## config.mk

```make
export PLATFORM = sky130hd
export DESIGN_NAME = mem_port_arbiter_rr4
export DESIGN_NICKNAME = d
export VERILOG_FILES = /design/src/rtl/mem_port_arbiter_rr4.sv
export SDC_FILE = /design/constraint.sdc
export NUM_CORES = 1
export LEC_CHECK = 0
export BUFFER_PORTS_ARGS = -buffer_cell sky130_fd_sc_hd__buf_2
export CAP_MARGIN = 40
export CORE_ASPECT_RATIO = 0.7
export CORE_UTILIZATION = 31
export CTS_CLUSTER_DIAMETER = 30
export DETAILED_ROUTE_END_ITERATION = 6
export PLACE_DENSITY = 0.5
export SKIP_CTS_REPAIR_TIMING = 1
export SYNTH_ARGS = -nofsm -noshare
export SYNTH_HDL_FRONTEND = slang
export SYNTH_SLANG_ARGS = --single-unit
```

## constraint.sdc

```tcl
create_clock -name clk_i -period 1.7 [get_ports clk_i]
set_clock_uncertainty 0.05 [all_clocks]
set_input_delay 0.255 -clock clk_i [delete_from_list [all_inputs] [get_ports clk_i]]
set_output_delay 0.255 -clock clk_i [all_outputs]
set_load 0.005 [all_outputs]
```

## src/rtl/mem_port_arbiter_rr4.sv

```systemverilog
// Round-robin owner of one shared memory port for four requesters; grant appears one cycle after an IDLE request.
// Requesters hold req until ack/err; one transaction in flight, watchdog aborts after MAX_WAIT busy cycles.
module mem_port_arbiter_rr4 #(
  parameter int unsigned MAX_WAIT = 16
) (
  input  logic       clk_i,
  input  logic       rst_i,
  input  logic [3:0] req_i,
  output logic [3:0] gnt_o,
  output logic [1:0] sel_o,
  output logic       mem_req_o,
  input  logic       mem_ack_i,
  output logic [3:0] ack_o,
  output logic       err_o,
  output logic [1:0] err_id_o
);

  typedef enum logic {
    IDLE = 1'b0,
    BUSY = 1'b1
  } state_t;

  localparam logic [7:0] WAIT_LAST = 8'(MAX_WAIT - 1);

  state_t     state_q, state_d;
  logic [1:0] sel_q, sel_d;
  logic [1:0] last_q, last_d;
  logic [7:0] wait_cnt_q, wait_cnt_d;
  logic       err_q, err_d;
  logic [1:0] err_id_q, err_id_d;
  logic [1:0] winner;
  logic [1:0] cand;
  logic       found;
  logic       timeout;

  // Scan starts just past the last served requester, so last itself is lowest priority.
  always_comb begin
    winner = last_q;
    cand   = last_q;
    found  = 1'b0;
    for (int k = 1; k <= 4; k++) begin
      cand = last_q + 2'(k);
      if (!found && req_i[cand]) begin
        winner = cand;
        found  = 1'b1;
      end
    end
  end

  // An ack in the final watchdog cycle takes precedence over the abort.
  assign timeout = (state_q == BUSY) && !mem_ack_i && (wait_cnt_q == WAIT_LAST);

  always_comb begin
    state_d    = state_q;
    sel_d      = sel_q;
    last_d     = last_q;
    wait_cnt_d = wait_cnt_q;
    err_d      = 1'b0;
    err_id_d   = err_id_q;
    unique case (state_q)
      IDLE: begin
        if (found) begin
          state_d    = BUSY;
          sel_d      = winner;
          wait_cnt_d = 8'd0;
        end
      end
      BUSY: begin
        if (mem_ack_i) begin
          state_d = IDLE;
          last_d  = sel_q;
        end else if (timeout) begin
          state_d  = IDLE;
          last_d   = sel_q;
          err_d    = 1'b1;
          err_id_d = sel_q;
        end else begin
          wait_cnt_d = wait_cnt_q + 8'd1;
        end
      end
      default: state_d = IDLE;
    endcase
  end

  always_ff @(posedge clk_i) begin
    if (rst_i) begin
      state_q    <= IDLE;
      sel_q      <= 2'd0;
      last_q     <= 2'd3;
      wait_cnt_q <= 8'd0;
      err_q      <= 1'b0;
      err_id_q   <= 2'd0;
    end else begin
      state_q    <= state_d;
      sel_q      <= sel_d;
      last_q     <= last_d;
      wait_cnt_q <= wait_cnt_d;
      err_q      <= err_d;
      err_id_q   <= err_id_d;
    end
  end

  // Grant and strobe are pure decodes of the state, so they drop the cycle the port frees up.
  always_comb begin
    gnt_o     = 4'b0000;
    mem_req_o = 1'b0;
    ack_o     = 4'b0000;
    if (state_q == BUSY) begin
      gnt_o     = 4'b0001 << sel_q;
      mem_req_o = 1'b1;
      ack_o     = mem_ack_i ? (4'b0001 << sel_q) : 4'b0000;
    end
  end

  assign sel_o    = sel_q;
  assign err_o    = err_q;
  assign err_id_o = err_id_q;

endmodule

```

# Word-level counts from Yosys, hierarchy flattened

Cells that the tools add are included.

Flip-flop bits (word level): 16
Bits in latches: 0
Memory bits (writable): 0
ROM bits: 0
Input port bits: 7
Output and inout bits: 14
Word-level logic and storage cells: 67
Memories: 0

Add/subtract/negate cells: 4
$mul: 0
Divide/modulo/power cells: 0
Magnitude comparators: 4
Equality and inequality tests: 4
Shift operators: 1
Mux-type cells: 31
Bitwise gates (word level): 2
Reductions and logical operators: 15

Operator list:

| cell                                                                   | number |
|---|---|
| 8-bit 2-to-1 mux                                                       | 3 |
| 8-bit one-hot mux with 2 select lines                                  | 1 |
| 1-bit 2-to-1 mux                                                       | 13 |
| 2-bit by 3-bit < comparator with 1-bit output (second input constant)  | 4 |
| 2-bit 2-to-1 mux                                                       | 6 |
| 4-bit 2-to-1 mux                                                       | 3 |
| 8-bit by 1-bit adder with 8-bit output (second input constant)         | 1 |
| 1-bit binary-select mux with 2-bit select                              | 4 |
| 8-bit by 4-bit equality test with 1-bit output (second input constant) | 1 |
| 2-bit != test (second input constant)                                  | 3 |
| 3-bit AND reduction                                                    | 2 |
| 1-bit logical AND                                                      | 5 |
| 2-bit adder (second input constant)                                    | 2 |
| 1-bit zero test                                                        | 4 |
| 2-bit AND reduction                                                    | 2 |
| 1-bit by 2-bit << shifter with 4-bit output (first input constant)     | 1 |
| 3-bit OR reduction                                                     | 1 |
| 2-bit by 1-bit adder with 2-bit output (second input constant)         | 1 |
| 1-bit NOT                                                              | 2 |
| 1-bit one-hot mux with 2 select lines                                  | 1 |
| 2-bit nonzero test                                                     | 1 |

# Depth between registers and ports, before layout

Word-level depth: 15
Mapped depth: 5
Depth with buffers taken out: 5

# Least setup slack after synthesis

OpenSTA, ideal clock, no wires.

Path type: reg-to-reg
Start point: reg wait_cnt_q[0]
End point: reg err_id_q[0], in the netlist err_id_o[0]
Arrival time: 1.122 ns
Required time: 1.522 ns
Setup slack: 0.400 ns
Cell stages (with the launch flop): 6
Path buffers: 0
Period minus slack after synthesis: 1.300 ns
Cell sequence: dfxtp_1 ha_1 and4b_1 nand3_1 mux2i_1 nor2_1

Longest elaborated chain between the ends: 3

RTL lines:

| item                                           | RTL line | text |
|---|---|---|
| start, declared                                | 28       | `logic [7:0] wait_cnt_q, wait_cnt_d;` |
| start signal, assigned                         | 97       | `wait_cnt_q <= wait_cnt_d;` |
| 8-bit by 4-bit equality test with 1-bit output | 51       | `assign timeout = (state_q == BUSY) && !mem_ack_i && (wait_cnt_q == WAIT_LAST);` |
| 1-bit logical AND                              | 51       |  |
| 3-bit AND reduction (no source line)           | -        |  |
| end signal, assigned                           | 99       | `err_id_q <= err_id_d;` |
| end, declared                                  | 30       | `logic [1:0] err_id_q, err_id_d;` |

Every way passes these cells.
A chain may end at the register's enable or synchronous reset.

# Final worst setup path

Start point: reg state_q
End point: out ack_o[2]

Longest elaborated chain between the ends: 1

RTL lines:

| item                   | RTL line | text |
|---|---|---|
| start, declared        | 25       | `state_t state_q, state_d;` |
| start signal, assigned | 94       | `state_q <= state_d;` |
| 4-bit 2-to-1 mux       | 108      | `if (state_q == BUSY) begin` |
| end, declared          | 13       | `output logic [3:0] ack_o,` |

Every way passes these cells.

==> run summary <==
0 antenna diodes ended up in the layout. The power density relative to cell area is 813 nW/um^2. The worst register-to-register path has a depth of 4. The endpoint identified for the worst register-to-register timing path is err_id_o[0]. On the worst path, the slowest cell contributes a delay of 0.54 ns.

The maximum number of pins on one net before global-route repair came out at 14. The via-per-instance ratio is 4.85. The root buffer selected by CTS is clkbuf_8. The routed design uses 812 um of met2 wire.

The post-CTS clock slew at the launch and capture registers of the worst setup and hold paths is ~0.06 ns. For this run, the leading register cell type out of synthesis is dfxtp_1. The mean instance size in the synthesized netlist is ~8.5 sq um. The number of DRC markers after the initial detailed-route iteration is 50. The largest driver fanout on the critical path is 13. The number of fillers in the final layout came out at 257. Of the total power, the clock network draws 0.400. The final setup TNS is 0 ns. The logic gate share of total power came out at 0.116. In the routed design, unresolved DRC markers number 0.

For this design the total switching power over the nets is 210 uW. Sorting the synthesized cells by area gives the leading types as dfxtp_1 38%, nor2_1 8.0%, mux2i_1 3.6%. The number of input and output port buffers inserted came out at 20. The number of hold violations in the final report is 0. The required time reported for the critical path endpoint is roughly 1.4 ns. The total setup violations reported at the end of the flow is 0. The starting utilization of the core area came out at 0.336. The area added between synthesis and finish is 23.1%.

Detailed routing inserted a total of approximately 770 vias. In the layout the commonest cells are 20 x buf_2, 18 x nor2_1, 16 x dfxtp_1, 7 x nand2_1, 7 x inv_1. The pre-CTS worst setup slack is 0.285 ns. The portion of synthesized cell area occupied by the leading cell type is 0.379. VDD sags by at most about 0.26 mV.

Max-cap violations in this run came to 0. The number of rows in the core area is 15. The reg2reg setup slack is 0.27 ns. The sum of met3 wire segment lengths after detailed routing came out at about 110 um. The final count of pins violating max slew is 0. The post-route worst setup slack came out at 0.118 ns.

The vertical extent of the die came out at between 40 and 50 um. Setup repair after global routing left no endpoint under its margin. The number of iterations in the first detailed-routing pass came out at 4.

For hold timing, the worst endpoint is state_q. The final antenna-violating net count came out at 0. The die covers 2940 sq um. The run finished with clean final reports. The critical path goes through nand2_1 -> nor3_1 -> buf_2. The later pin in the worst-skew pair is clocked with a latency of about 0.25 ns.

The cell accounting for the most synthesized area is dfxtp_1. TritonCTS built the clock tree. The total CTS buffers came out at 3.

The number of non-filler instances in the completed layout came out at approximately 160. The post-synth design cell area came out at 846 sq um. The half-perimeter wire length after placement came out at 1480 um. The first global-routing pass estimated roughly 3000 um of wire. The sink count of the clock tree is 16. The static leakage came out at between 0.4 and 0.5 nW. The transition at the pin with the smallest max-transition slack is 0.367 ns.

The deepest level of the CTS H-tree came out at 1. The net total in the final layout came out at ~130. The most critical setup path has its startpoint at state_q. The sum of overflow across all layers after global routing is 0. The highest achievable clock rate is roughly 0.63 GHz. The total nets after synthesis is 108. The share of synthesized area occupied by flip-flops and latches came out at 0.379.

The cell count along the critical path is 3. In this run the most critical hold path is launched from rst_i. The portion of the clock cycle consumed by the worst path in the final layout came out at 0.931.

The combined global-route utilization of all metal layers is 0.140. The internal power contribution came out at 636 uW. After synthesis the netlist holds a flip-flop and latch count of 16.

Of the cells placed in the final design, the portion with a size suffix greater than 1 is 0.266. The critical path is of the flop to primary output type. The number of antenna violations at the first check in global routing came out at 0. The Yosys step of the flow raised 0 warnings. The number of placed instances with taps included is 154.

The share of total power dissipated in sequential elements is 0.484. The final weighted congestion in routability-driven placement came out at 0.704. The x dimension of the die came out at 64.4 um. The placeable core area is 2510 sq um. The number of I/O pins is 21. The count of cell types in the netlist is 32. The worst endpoint data arrival time is approximately 1.3 ns. The net switching share of the total power is 0.248. The combined buffer and inverter count along the critical path is 1.

The worst reg2reg path startpoint is state_q. The number of cells on the worst hold path came out at 2. The met1 wire length is between 900 and 1000 um. STA classifies the critical path endpoint as a primary output. The overall routed net length is 1900 um. The normalized max-slew margin is 0.755.

The routed length per placed instance is 12.0 um. On the critical path, the stage with the largest delay is an instance of dfxtp_1. The synthesized design contains 0 enable-type register cells. Leaving out fill and tap cells, the most frequent cell in the layout is buf_2.

Counting every instance in the synthesized netlist gives 100. The maximum clock path buffer count came out at 2. Routed signal wires occupy layers up through met4. The category of the worst setup path launch point is a flop.

The via count of the first global-routing pass was 638. For this run, asynchronously set or reset flops after synthesis account for 0. Among cell families on the critical path, the largest total delay comes from flip-flops. The type of the most critical hold path is input pin to flop.

The final period demand of the worst path is 1.58 ns.
==> per-stage QoR <==
stage	area [sq um]	utilization	total power, mW	hold slack (ns)
global route	1040	0.414	0.882	0.274
finish	1040	0.414	0.846	0.260
global placement	986	0.392	0.514	0.434
detailed placement	986	0.392	0.516	0.443
CTS	1040	0.414	0.854	0.248
floorplan	846	-	0.474	0.399
==> routing by layer <==
metal / vias up / GRT usage
met4: 0 / 0.0533
met1: 343 / 0.179
met3: 2 / 0.0600
met2: 21 / 0.208
li1: 400 / -
met5: - / 0
==> cells in the mapped netlist (all sizes together), types with 2 or more instances <==
master  count
nor2       18
dfxtp      16
inv         7
nand2       7
nor3        6
a21oi       4
and3        4
a211oi      3
mux2i       3
nand4       3
nor2b       3
o21ai       3
xor2        3
a31oi       2
and2        2
and4b       2
clkbuf      2
mux2        2
o21bai      2
==> power groups by stage <==
| stage | Sequential (mW) | Combinational [mW] | Clock (mW) |
|---|---|---|---|
| after floorplan | 0.410 | 0.0642 | 0 |
| after global placement | 0.416 | 0.0979 | 0 |
| after detailed placement | 0.418 | 0.0980 | 0 |
| after CTS | 0.409 | 0.0985 | 0.346 |
| after global routing | 0.412 | 0.110 | 0.360 |
| final | 0.410 | 0.0980 | 0.339 |
==> worst reg2reg max path, stage by stage, from the launching register on <==
cell     delay (ns)
dfxtp_1        0.54
and4b_1        0.33
nand3_1        0.17
mux2i_1        0.19
nor2_1         0.05
==> worst max-delay path by stage <==
stage | to
final | ack_o[2]
after global routing | ack_o[0]
after CTS | ack_o[2]
after detailed placement | err_id_o[0]
after global placement | err_id_o[0]
after floorplan | err_id_o[0]
==> area by class of cell <==
| type | instances | area, sq um | area share |
|---|---|---|---|
| clock buffers | 4 | 55.1 | 0.0529 |
| multi-input cells | 75 | 482 | 0.463 |
| inverters | 7 | 26.3 | 0.0252 |
| flip-flops and latches | 16 | 320 | 0.308 |
| well taps | 34 | 42.5 | 0.0409 |
| repair buffers | 22 | 115 | 0.111 |
==> cells by family after synthesis <==
| logic type | count (synthesis) | synth area share |
|---|---|---|
| xor+xnor | 3 | 0.0311 |
| mux | 5 | 0.0621 |
| buf+inv | 9 | 0.0518 |
| fa+ha+maj | 1 | 0.0148 |
| compound gates | 17 | 0.132 |
| simple gates | 49 | 0.330 |
| flops | 16 | 0.379 |
==> state kept, by name (all words and copies together), names as in the netlist <==
| name | flops |
|---|---|
| err_id_o | 2 |
| err_o | 1 |
| last_q | 2 |
| sel_o | 2 |
| state_q | 1 |
| wait_cnt_q | 8 |
(Power assumes the default switching activity.)
